$ cat config.mk
export PLATFORM = sky130hd
export DESIGN_NAME = csa_rr_share
export DESIGN_NICKNAME = d
export VERILOG_FILES = /design/src/rtl/csa_rr_share.sv
export SDC_FILE = /design/constraint.sdc
export NUM_CORES = 1
export LEC_CHECK = 0
export CELL_PAD_IN_SITES_DETAIL_PLACEMENT = 0
export CELL_PAD_IN_SITES_GLOBAL_PLACEMENT = 1
export CORE_MARGIN = 1
export CORE_UTILIZATION = 30
export CTS_CLUSTER_DIAMETER = 30
export DETAILED_ROUTE_END_ITERATION = 10
export GPL_ROUTABILITY_DRIVEN = 0
export PLACE_DENSITY_LB_ADDON = 0.12
export SYNTH_ARGS = -nofsm -noshare
export SYNTH_HDL_FRONTEND = slang
export SYNTH_SLANG_ARGS = --single-unit
$ cat constraint.sdc
create_clock -name clk -period 4.95 [get_ports clk]
set_clock_uncertainty 0.05 [all_clocks]
set_input_delay 1.485 -clock clk [delete_from_list [all_inputs] [get_ports clk]]
set_output_delay 1.485 -clock clk [all_outputs]
set_load 0.1 [all_outputs]
$ cat src/rtl/csa_rr_share.sv
// ============================================================================
// Module   : csa_rr_share (with the shared adder CSA)
// Purpose  : Round-robin sequencer sharing one 32-bit carry-select adder
//            between NREQ valid/ready requesters, tagged response channel.
// Revision : 1.0
// ============================================================================
`default_nettype none

module CSA #(
  parameter int WIDTH = 32,
  parameter int BLK   = 4
) (
  input  logic [WIDTH-1:0] a,
  input  logic [WIDTH-1:0] b,
  input  logic             cin,
  output logic [WIDTH-1:0] sum,
  output logic             cout,
  output logic             overflow
);
  localparam int NBLK = WIDTH / BLK;

  logic [NBLK:0] w_c;

  assign w_c[0] = cin;

  // Each block precomputes both carry-in cases; the incoming carry only selects.
  for (genvar g = 0; g < NBLK; g++) begin : g_blk
    logic [BLK:0] w_s0;
    logic [BLK:0] w_s1;

    assign w_s0 = {1'b0, a[g*BLK +: BLK]} + {1'b0, b[g*BLK +: BLK]};
    assign w_s1 = w_s0 + {{BLK{1'b0}}, 1'b1};
    assign sum[g*BLK +: BLK] = w_c[g] ? w_s1[BLK-1:0] : w_s0[BLK-1:0];
    assign w_c[g+1]          = w_c[g] ? w_s1[BLK]     : w_s0[BLK];
  end

  assign cout     = w_c[NBLK];
  assign overflow = (a[WIDTH-1] == b[WIDTH-1]) && (sum[WIDTH-1] != a[WIDTH-1]);
endmodule

module csa_rr_share #(
  parameter int NREQ  = 4,
  parameter int WIDTH = 32,
  parameter int IDW   = $clog2(NREQ),
  parameter int CNTW  = 16
) (
  input  logic                  clk,
  input  logic                  rst,
  input  logic [NREQ-1:0]       req_valid,
  output logic [NREQ-1:0]       req_ready,
  input  logic [NREQ*WIDTH-1:0] req_a,
  input  logic [NREQ*WIDTH-1:0] req_b,
  input  logic [NREQ-1:0]       req_cin,
  output logic                  rsp_valid,
  input  logic                  rsp_ready,
  output logic [IDW-1:0]        rsp_id,
  output logic [WIDTH-1:0]      rsp_sum,
  output logic                  rsp_cout,
  output logic                  rsp_overflow,
  output logic [CNTW-1:0]       ops_done
);
  typedef enum logic [1:0] {
    IDLE = 2'd0,
    EXEC = 2'd1,
    HOLD = 2'd2
  } state_t;

  localparam logic [IDW-1:0] c_ptr_rst = IDW'(NREQ - 1);

  state_t           r_state;
  logic [IDW-1:0]   r_ptr;
  logic [WIDTH-1:0] r_a;
  logic [WIDTH-1:0] r_b;
  logic             r_cin;
  logic [IDW-1:0]   r_id;

  logic             w_any;
  logic [IDW-1:0]   w_win;
  logic [IDW-1:0]   w_idx;
  logic [WIDTH-1:0] w_a_sel;
  logic [WIDTH-1:0] w_b_sel;
  logic             w_cin_sel;
  logic [WIDTH-1:0] w_sum;
  logic             w_cout;
  logic             w_ovf;

  // Scan from farthest to nearest so the requester closest after r_ptr wins.
  always_comb begin
    w_any = 1'b0;
    w_win = '0;
    w_idx = '0;
    for (int k = NREQ; k >= 1; k--) begin
      w_idx = IDW'((int'(r_ptr) + k) % NREQ);
      if (req_valid[w_idx]) begin
        w_any = 1'b1;
        w_win = w_idx;
      end
    end
  end

  always_comb begin
    req_ready = '0;
    if (!rst && (r_state == IDLE) && w_any) begin
      req_ready = NREQ'(1) << w_win;
    end
  end

  assign w_a_sel   = req_a[w_win*WIDTH +: WIDTH];
  assign w_b_sel   = req_b[w_win*WIDTH +: WIDTH];
  assign w_cin_sel = req_cin[w_win];

  CSA #(
    .WIDTH(WIDTH)
  ) u_csa (
    .a       (r_a),
    .b       (r_b),
    .cin     (r_cin),
    .sum     (w_sum),
    .cout    (w_cout),
    .overflow(w_ovf)
  );

  always_ff @(posedge clk) begin
    if (rst) begin
      r_state      <= IDLE;
      r_ptr        <= c_ptr_rst;
      r_a          <= '0;
      r_b          <= '0;
      r_cin        <= 1'b0;
      r_id         <= '0;
      rsp_valid    <= 1'b0;
      rsp_id       <= '0;
      rsp_sum      <= '0;
      rsp_cout     <= 1'b0;
      rsp_overflow <= 1'b0;
      ops_done     <= '0;
    end else begin
      case (r_state)
        IDLE: begin
          if (w_any) begin
            r_a     <= w_a_sel;
            r_b     <= w_b_sel;
            r_cin   <= w_cin_sel;
            r_id    <= w_win;
            r_ptr   <= w_win;
            r_state <= EXEC;
          end
        end
        EXEC: begin
          rsp_sum      <= w_sum;
          rsp_cout     <= w_cout;
          rsp_overflow <= w_ovf;
          rsp_id       <= r_id;
          rsp_valid    <= 1'b1;
          r_state      <= HOLD;
        end
        HOLD: begin
          if (rsp_valid && rsp_ready) begin
            rsp_valid <= 1'b0;
            ops_done  <= ops_done + CNTW'(1);
            r_state   <= IDLE;
          end
        end
        default: begin
          r_state <= IDLE;
        end
      endcase
    end
  end
endmodule

`default_nettype wire

==> results of run 1 <==
==> synthesized netlist by cell type, types with 2 or more instances <==
cell       count
nand2_1      166
nor2_1       126
dfxtp_1      124
a21oi_1       98
a211oi_1      88
clkbuf_1      72
a311oi_1      67
and2_1        67
ha_1          41
xnor2_1       32
xor2_1        25
a21o_1        15
nand3_1       12
and3_1        11
buf_1         10
nor2b_1       10
inv_1          9
mux2i_1        9
fa_1           8
nand4_1        8
nor3_1         6
o21ai_0        4
nand3b_1       3
a2111oi_0      2
a211o_1        2
nand4b_1       2
nor4_1         2
o21a_1         2
o31ai_1        2
==> cell families (layout without fill, tap and decap cells) <==
kind of cell | count (synthesis) | count (layout) | synth area share
simple gates | 420 | 420 | 0.234
compound gates | 290 | 290 | 0.250
flops | 124 | 124 | 0.307
buf+inv | 91 | 377 | 0.0423
xor+xnor | 59 | 59 | 0.0672
fa+ha+maj | 49 | 49 | 0.0833
mux | 11 | 11 | 0.0156
other cells | 0 | 1 | 0
==> power by group through the flow <==
stage	Combinational [mW]	Sequential (mW)	Clock, mW
after floorplan	1.05	1.52	0
after global placement	1.91	1.27	0
after detailed placement	1.92	1.27	0
after CTS	1.93	1.25	1.18
after global routing	2.11	1.27	1.23
final	1.91	1.25	1.15
==> stage by stage <==
step	worst slack, ps	power (mW)	hold WS (ps)
6_report	178	4.30	405
5_1_grt	16.2	4.60	428
4_1_cts	172	4.36	405
3_5_place_dp	183	3.19	397
3_3_place_gp	212	3.18	390
2_1_floorplan	-168	2.57	382
==> registers in the layout, indices dropped and copies added (netlist names) <==
signal and count:
r_a 32, r_b 32, rsp_sum 32, ops_done 16
r_id 2, r_ptr 2, r_state 2, rsp_id 2
r_cin 1, rsp_cout 1, rsp_overflow 1, rsp_valid 1
==> final cells by class <==
cell class              count  area, sq um  area share
multi-input cells         829         5350       0.438
repair buffers            336         3410       0.278
flip-flops and latches    124         2480       0.203
clock buffers              17          425      0.0348
well taps                 335          419      0.0343
clock inverters            15          114     0.00930
inverters                   9         33.8     0.00276
diodes                      1         2.50    0.000204
==> worst min-delay path by stage <==
stage / from / to / slack (ps) / cells past startpoint
after floorplan: r_id[0]$_SDFFE_PP0P_ / rsp_id[0]$_SDFFE_PP0P_ / 380 / 2
after global routing: rsp_sum[14]$_SDFFE_PP0P_ / rsp_sum[14]$_SDFFE_PP0P_ / 430 / 2
after CTS: rsp_sum[18]$_SDFFE_PP0P_ / rsp_sum[18]$_SDFFE_PP0P_ / 410 / 2
after detailed placement: rsp_sum[18]$_SDFFE_PP0P_ / rsp_sum[18]$_SDFFE_PP0P_ / 400 / 2
final: rsp_sum[18]$_SDFFE_PP0P_ / rsp_sum[18]$_SDFFE_PP0P_ / 410 / 2
after global placement: rsp_sum[18]$_SDFFE_PP0P_ / rsp_sum[18]$_SDFFE_PP0P_ / 390 / 2
==> metal layers <==
layer	share of wire	GRT usage
met1	0.46	0.242
met2	0.48	0.329
met3	0.051	0.0386
met4	0.0062	0.0524
met5	0	0
==> critical path, cell delays in order <==
cell             delay (ps)
clkdlybuf4s50_1         590
a31oi_1                 110
o21ai_0                 200
nor2b_4                 390
and3_2                  280
buf_12                  180
==> out/results.ini, run 1 <==
[status]
run_status=complete, but fails checks
violations=DRC

[drt]
drc=14
wl_per_cell_um=16.0
drtAntennaViolNets=0
drt_first_pass_iters=8
vias=8177
wl_mm=26.6
drt_iter0_drc=404
vias_per_cell=4.91

[setup_path]
startpoint_type=primary input
r2r_slack_ps=330
crit_start=req_valid[3]
required_ps=3410
worstSetupPathType=in -> out
timing.rr.end=rsp_overflow$_SDFFE_PP0P_
crit-reg2reg-launch=r_a[0]$_SDFFE_PP0P_
endpoint_kind=output pin
worstPathMaxFanout=7
reg2reg_depth=16
crit_path_end=req_ready[3]
crit_arrival_ps=3240

[clock_network]
cts_root_buffer=clkbuf_16
cts_sinks=124
h-tree-depth=4
cts_buffers=17
cts_tree=yes
post_cts_resized=0
post_cts_buffers=0
hold_buffers=0
clockBufferDepth=2
clkTransAtPathRegs_ps=60
clk_latency_ps=420

[global_route]
antenna_found_initial=1
gr-total-overflow=0
grt_pass1_wl_mm=42.3
track_usage=0.192
grt_pass1_vias=7955
grt_start_max_net_pins=136

[synthesis]
ys.warnings.count=0
synth_fp_nets=1360
ys_seq_area_frac=0.307
yosysTopAreaCellShare=0.307
synthCells=1044
synth_edf_count=0
synth_area_sq_um=8080
async_reset_ff_frac=0
synth_seq_cells=124
synth_cell_types=50
yosys.area.top_type=dfxtp_1
yosys-top-cells-area=dfxtp_1 (31%), a211oi_1 (8.2%), nand2_1 (7.7%)
syn_area_per_cell_sq_um=7.74
synth-main-ff-cell=dfxtp_1

[finish]
area_growth_pct=51.4
fin_util=0.467
layout_common_cells=clkdlybuf4s50_1 (318), nand2_1 (166), nor2_1 (126), dfxtp_1 (124), a21oi_1 (98)
fin_area_sq_um=12200
fill_cells=2616
drive_gt1_frac=0.0526
mostFrequentLayoutCell=clkdlybuf4s50_1
layout.nets=1633
fin_cells=1666

[power]
switching_power_mw=1.75
max-vdd-ir-drop_uv=242
intPower_mw=2.55
p_clk_frac=0.267
leakagePower_nw=4.70
sw_frac_of_total=0.408
pwr-share-seq=0.290
combPwrFrac=0.443
power_density_nw_per_um2=351

[sta]
min_period_over_period=0.964
rsz0062_at_grt=false
finalHoldViolCount=0
max_freq_mhz=210
max_slew_margin=0.261
tns_ps=0
setup_violations=0
worstMarginPinSlew_ps=1110
min_period_ps=4770
final_max_slew_viol_count=0

[job]
cap_violations=0

[die]
die_width_um=166
core_area_sq_um=26200
start_util=0.308
dieArea_sq_um=27600
die_h_um=166
num_rows=59
ioPinCount=324

[worst_hold_path]
hold_class=reg -> reg

[placed_design]
port_buffers=323
dp_hpwl_mm=19.3
placed_area_sq_um=11700
dp_cells=1633

(Power assumes the default switching activity.)
==> inputs of run 2 (changes only) <==
--- a/config.mk
+++ b/config.mk
@@ -7,8 +7,8 @@
 export LEC_CHECK = 0
 export CELL_PAD_IN_SITES_DETAIL_PLACEMENT = 0
 export CELL_PAD_IN_SITES_GLOBAL_PLACEMENT = 1
-export CORE_MARGIN = 1
-export CORE_UTILIZATION = 30
+export CORE_MARGIN = 5
+export CORE_UTILIZATION = 31
 export CTS_CLUSTER_DIAMETER = 30
 export DETAILED_ROUTE_END_ITERATION = 10
 export GPL_ROUTABILITY_DRIVEN = 0
==> run 2 against run 1 <==
Against the previous run: the run now ends clean; critical path depth did not move; cell count is 0.36% lower; clock-buffer cell count rose by 1; critical path type unchanged.
==> out/results.ini, run 2 (same netlist as run 1, synthesis figures left out) <==
[die]
core_area_sq_um=25800  ; -1.4%
die_width_um=171  ; +3.2%
die_h_um=171  ; +3.2%
start_util=0.313  ; +0.00440
ioPinCount=324  ; unchanged
num_rows=59  ; unchanged
dieArea_sq_um=29400  ; +6.5%

[drt]
wl_per_cell_um=16.5  ; +3.6%
wl_mm=27.4  ; +3.2%
drt_first_pass_iters=6  ; -2
drc=0  ; -14
drt_iter0_drc=414  ; +2.5%
vias=8260  ; +1.0%
vias_per_cell=4.98  ; +1.4%
drtAntennaViolNets=0  ; unchanged

[sta]
min_period_ps=4730  ; -44.9 ps
min_period_over_period=0.955  ; -0.00908
worstMarginPinSlew_ps=1080  ; -24.1 ps
max_slew_margin=0.277  ; +0.0161
finalHoldViolCount=0  ; unchanged
max_freq_mhz=212  ; +0.95%
tns_ps=0  ; unchanged
setup_violations=0  ; unchanged
final_max_slew_viol_count=0  ; unchanged

[global_route]
grt_pass1_wl_mm=42.7  ; +0.99%
antenna_found_initial=0  ; -1
track_usage=0.182  ; -0.0101
gr-total-overflow=0  ; unchanged
grt_start_max_net_pins=132  ; -2.9%
grt_pass1_vias=7948  ; -0.088%

[finish]
layout_common_cells=clkdlybuf4s50_1 (318), nand2_1 (166), nor2_1 (126), dfxtp_1 (124), a21oi_1 (98)
fin_area_sq_um=12300  ; +0.31%
area_growth_pct=51.9
layout.nets=1629  ; -0.24%
drive_gt1_frac=0.0483  ; -0.00433
n_antenna_cell=0  ; -1
fin_cells=1660  ; -0.36%
fin_util=0.475  ; +0.00812
mostFrequentLayoutCell=clkdlybuf4s50_1
fill_cells=2563  ; -2.0%
reg_top3=r_a (32), r_b (32), rsp_sum (32)

[power]
intPower_mw=2.70  ; +6.0%
power_density_nw_per_um2=362  ; +3.0%
leakagePower_nw=4.72  ; +0.29%
switching_power_mw=1.74  ; -0.60%
max-vdd-ir-drop_uv=245  ; +1.2%
sw_frac_of_total=0.392  ; -0.0155
p_clk_frac=0.292  ; +0.025
pwr-share-seq=0.280  ; -0.010
combPwrFrac=0.428  ; -0.015

[clock_network]
cts_root_buffer=clkbuf_16
clockBufferDepth=2  ; unchanged
cts_sinks=124  ; unchanged
clkTransAtPathRegs_ps=60  ; about the same
clk_latency_ps=420  ; about the same
cts_buffers=17  ; unchanged
cts_tree=yes
h-tree-depth=4  ; unchanged

[status]
run_status=finished clean

[setup_path]
crit_chain=clkdlybuf4s50_1, nor2_1, a211o_4, nor2_1, and3_2, buf_12
timing.rr.end=rsp_overflow$_SDFFE_PP0P_
r2r_slack_ps=230  ; -100 ps
reg2reg_depth=19  ; +3
crit_start=req_valid[3]
worstPathMaxFanout=7  ; unchanged
crit_arrival_ps=3190  ; -50 ps
startpoint_type=primary input
crit-reg2reg-launch=r_a[4]$_SDFFE_PP0P_
crit_top_cell=nor2_1
endpoint_kind=output pin
required_ps=3410  ; about the same
slowest_delay_ps=600  ; about the same
cpMaxStageDelayCell=clkdlybuf4s50_1
crit_path_end=req_ready[3]
worstSetupPathType=in -> out

[job]
cap_violations=0  ; unchanged

[placed_design]
port_buffers=323  ; unchanged
dp_hpwl_mm=20.0  ; +3.7%
placed_area_sq_um=11700  ; -0.26%
dp_cells=1629  ; -0.24%

[worst_hold_path]
hold_class=reg -> reg

==> run 2: final cells by class <==
class	count	area (sq um)	share of cell area
inverters	9	33.8	0.00275
multi-input cells	829	5360	0.436
clock inverters	13	166	0.0136
well taps	335	419	0.0341
repair buffers	332	3380	0.275
flip-flops and latches	124	2480	0.202
clock buffers	18	439	0.0358
==> run 2: worst max-delay path: cells and delay by family <==
| kind | cells | cell delay, ps |
|---|---|---|
| AOI/OAI and AO/OA | 1 | 400 |
| buffers and inverters | 2 | 780 |
| and+or+nand+nor | 3 | 530 |
==> run 2: worst min path at each step <==
| stage | to | slack, ps | depth (start not counted) | startpoint |
|---|---|---|---|---|
| 4_1_cts | rsp_id[0]$_SDFFE_PP0P_ | 400 | 2 | rsp_id[0]$_SDFFE_PP0P_ |
| 2_1_floorplan | rsp_id[0]$_SDFFE_PP0P_ | 380 | 2 | r_id[0]$_SDFFE_PP0P_ |
| 3_5_place_dp | rsp_id[0]$_SDFFE_PP0P_ | 400 | 2 | rsp_id[0]$_SDFFE_PP0P_ |
| 6_report | rsp_id[0]$_SDFFE_PP0P_ | 400 | 2 | rsp_id[0]$_SDFFE_PP0P_ |
| 3_3_place_gp | rsp_sum[14]$_SDFFE_PP0P_ | 390 | 2 | rsp_sum[14]$_SDFFE_PP0P_ |
| 5_1_grt | rsp_sum[5]$_SDFFE_PP0P_ | 430 | 2 | rsp_sum[5]$_SDFFE_PP0P_ |
==> run 2: power by group through the flow <==
| stage | logic [mW] | registers (mW) | clock network (mW) |
|---|---|---|---|
| 2_1_floorplan | 1.05 | 1.52 | 0 |
| 3_3_place_gp | 1.91 | 1.26 | 0 |
| 3_5_place_dp | 1.92 | 1.27 | 0 |
| 4_1_cts | 1.93 | 1.25 | 1.33 |
| 5_1_grt | 2.10 | 1.26 | 1.38 |
| 6_report | 1.90 | 1.25 | 1.30 |
==> run 2: stage by stage <==
stage / total power, mW / setup slack, ps / hold slack (ps)
finish: 4.44 / 223 / 402
global route: 4.74 / -21.6 / 428
CTS: 4.51 / 86.0 / 404
detailed placement: 3.19 / 108 / 396
global placement: 3.17 / 260 / 389
floorplan: 2.57 / -168 / 382
==> run 2: layer usage <==
metal / vias up / GRT usage / part of all wire / routed length, um
met5: - / 0 / 0 / 0
met4: 0 / 0.0524 / 0.014 / 375
met3: 21 / 0.0411 / 0.061 / 1690
met2: 197 / 0.299 / 0.47 / 12900
met1: 3774 / 0.239 / 0.45 / 12500
li1: 4268 / - / - / -
==> run 2: what timing repair did <==
action                     4_1_cts  5_1_grt
buffers inserted                 0        0
resized for setup                0        4
hold buffers                     0        0
setup endpoints to repair        0        6
==> inputs of run 3 (changes only) <==
--- a/config.mk
+++ b/config.mk
@@ -8,9 +8,10 @@
 export CELL_PAD_IN_SITES_DETAIL_PLACEMENT = 0
 export CELL_PAD_IN_SITES_GLOBAL_PLACEMENT = 1
 export CORE_MARGIN = 5
-export CORE_UTILIZATION = 31
+export CORE_UTILIZATION = 45
 export CTS_CLUSTER_DIAMETER = 30
 export DETAILED_ROUTE_END_ITERATION = 10
+export DONT_BUFFER_PORTS = 1
 export GPL_ROUTABILITY_DRIVEN = 0
 export PLACE_DENSITY_LB_ADDON = 0.12
 export SYNTH_ARGS = -nofsm -noshare
==> run 3 against run 2 <==
Against the previous run: critical path depth rose by 10; core utilization increased by 2.4 points; sequential power grew 24%; worst hold slack hardly changed; worst setup slack improved by 140 ps; critical endpoint is now rsp_cout$_SDFFE_PP0P_; power down 6.8%; sequential share of layout area grew 7.7 points; via count decreased by 13%; cell area is 27% lower; sequential cell count stayed put.
==> out/results.ini, run 3 (same netlist as run 1, synthesis figures left out) <==
[clock_network]
post_cts_buffers=0  ; unchanged
cts_sinks=124  ; unchanged
cts_root_buffer=clkbuf_16
h-tree-depth=4  ; unchanged
cts_buffers=17  ; unchanged
cts_tree=yes
clockBufferDepth=2  ; unchanged
clk_latency_ps=410  ; about the same
hold_buffers=0  ; unchanged
post_cts_resized=0  ; unchanged
clkTransAtPathRegs_ps=60  ; about the same

[power]
switching_power_mw=1.64  ; -5.6%
max-vdd-ir-drop_uv=251  ; +2.6%
leakagePower_nw=3.48  ; -26%
p_clk_frac=0.320  ; +0.028
pwr-share-seq=0.375  ; +0.095
sw_frac_of_total=0.397  ; +0.00478
power_density_nw_per_um2=465  ; +29%
intPower_mw=2.50  ; -7.5%
total_power_mw=4.14  ; -6.8%
combPwrFrac=0.305  ; -0.123

[setup_path]
startpoint_type=flip-flop
reg2reg_depth=16  ; -3
cp.depth=16  ; +10
crit_chain=ha_1, fa_1, ha_1, and3_1, a41o_1, or2_4, o2111a_2, xnor2_4, a21boi_2, or3b_4, mux2i_4, mux2i_2, xnor2_2, nand4_1, xnor2_1, o31ai_1
slowest_delay_ps=490  ; -110 ps
endpoint_kind=flip-flop
worstSetupPathType=reg -> reg
crit_top_cell=ha_1
worstPathMaxFanout=6  ; -1
cpMaxStageDelayCell=fa_1
crit_arrival_ps=4850  ; +1660 ps
crit_buf_inv=0  ; -2
crit_family=simple AND/OR/NAND/NOR gates
required_ps=5220  ; +1810 ps

[finish]
area_growth_pct=10.2
seqCellArea_sq_um=2480  ; unchanged
fill_cells=1773  ; -31%
fin_cells=1237  ; -25%
reg_top3=r_a (32), r_b (32), rsp_sum (32)
layout.nets=1311  ; -20%
n_antenna_cell=0  ; unchanged
mostFrequentLayoutCell=nand2_1
multiInputGateArea_sq_um=5350  ; -0.16%
drive_gt1_frac=0.0645  ; +0.0162
fin_area_sq_um=8900  ; -27%
layout_common_cells=nand2_1 (166), nor2_1 (126), dfxtp_1 (124), a21oi_1 (98), a211oi_1 (88)

[global_route]
grt_start_max_net_pins=129  ; -2.3%
grt_pass1_wl_mm=35.8  ; -16%
gr-total-overflow=0  ; unchanged
antenna_found_initial=0  ; unchanged
grt_pass1_vias=6871  ; -14%
track_usage=0.216  ; +0.0346

[placed_design]
placed_area_sq_um=8260  ; -29%
port_buffers=0  ; -100%
dp_hpwl_mm=17.1  ; -15%
dp_cells=1205  ; -26%

[status]
run_status=finished clean

[sta]
max_slew_margin=0.270  ; -0.00694
finalHoldViolCount=0  ; unchanged
worstMarginPinSlew_ps=1090  ; +12.3 ps
max_freq_mhz=218  ; +3.1%
final_max_slew_viol_count=0  ; unchanged
min_period_ps=4580  ; -144 ps
setup_violations=0  ; unchanged
min_period_over_period=0.926  ; -0.0291
whs_ps=402  ; -0.135 ps
rsz0062_at_grt=true

[die]
die_h_um=144  ; -16%
start_util=0.453  ; +0.140
ioPinCount=324  ; unchanged
dieArea_sq_um=20700  ; -29%
num_rows=49  ; -17%
die_width_um=144  ; -16%
core_area_sq_um=17800  ; -31%

[drt]
drtAntennaViolNets=0  ; unchanged
wl_mm=23.1  ; -16%
drc=0  ; unchanged
vias=7151  ; -13%
wl_per_cell_um=18.6  ; +13%
vias_per_cell=5.78  ; +16%
drt_first_pass_iters=4  ; -2
drt_iter0_drc=362  ; -13%

[worst_hold_path]
hold_class=reg -> reg
worstHoldPathCells=2  ; unchanged

[job]
cap_violations=0  ; unchanged

[run 3: final timing paths]
check / slack (ps) / start / to
max: 370 / r_a[0]$_SDFFE_PP0P_ / rsp_cout$_SDFFE_PP0P_
min: 400 / r_id[0]$_SDFFE_PP0P_ / rsp_id[0]$_SDFFE_PP0P_
max reg2reg: 370 / r_a[0]$_SDFFE_PP0P_ / rsp_cout$_SDFFE_PP0P_
min reg2reg: 400 / r_id[0]$_SDFFE_PP0P_ / rsp_id[0]$_SDFFE_PP0P_
[run 3: power by group through the flow]
stage / combinational [mW] / clock [mW] / sequential, mW
global placement: 1.26 / 0 / 1.57
floorplan: 1.05 / 0 / 1.52
CTS: 1.28 / 1.36 / 1.56
detailed placement: 1.27 / 0 / 1.58
global route: 1.45 / 1.40 / 1.57
finish: 1.26 / 1.32 / 1.55
[run 3: per-layer routing]
| layer | up-vias | GRT usage | wire length (um) |
|---|---|---|---|
| met5 | - | 0 | 0 |
| met3 | 29 | 0.0473 | 1380 |
| met4 | 0 | 0.0714 | 501 |
| li1 | 3637 | - | - |
| met1 | 3263 | 0.289 | 10400 |
| met2 | 222 | 0.348 | 10800 |
[run 3: cell type report]
type,count,share of cell area
Clock buffer,18,0.0493
Clock inverter,14,0.0216
Inverter,9,0.00380
Multi-Input combinational cell,829,0.601
Sequential cell,124,0.279
Tap cell,229,0.0322
Timing Repair Buffer,14,0.0132
[run 3: stage by stage]
step                setup slack (ps)  setup TNS, ps  utilization
CTS                              192              0        0.498
floorplan                       -168           -204            -
global placement                 336              0        0.463
finish                           367              0        0.499
detailed placement               225              0        0.463
global route                   -19.9          -21.6        0.499
[run 3: worst min-delay path, delay by kind of cell, from the launching register on]
| kind | cells | cell delay, ps |
|---|---|---|
| simple gates | 1 | 50 |
| flops | 1 | 310 |
| compound gates | 1 | 50 |
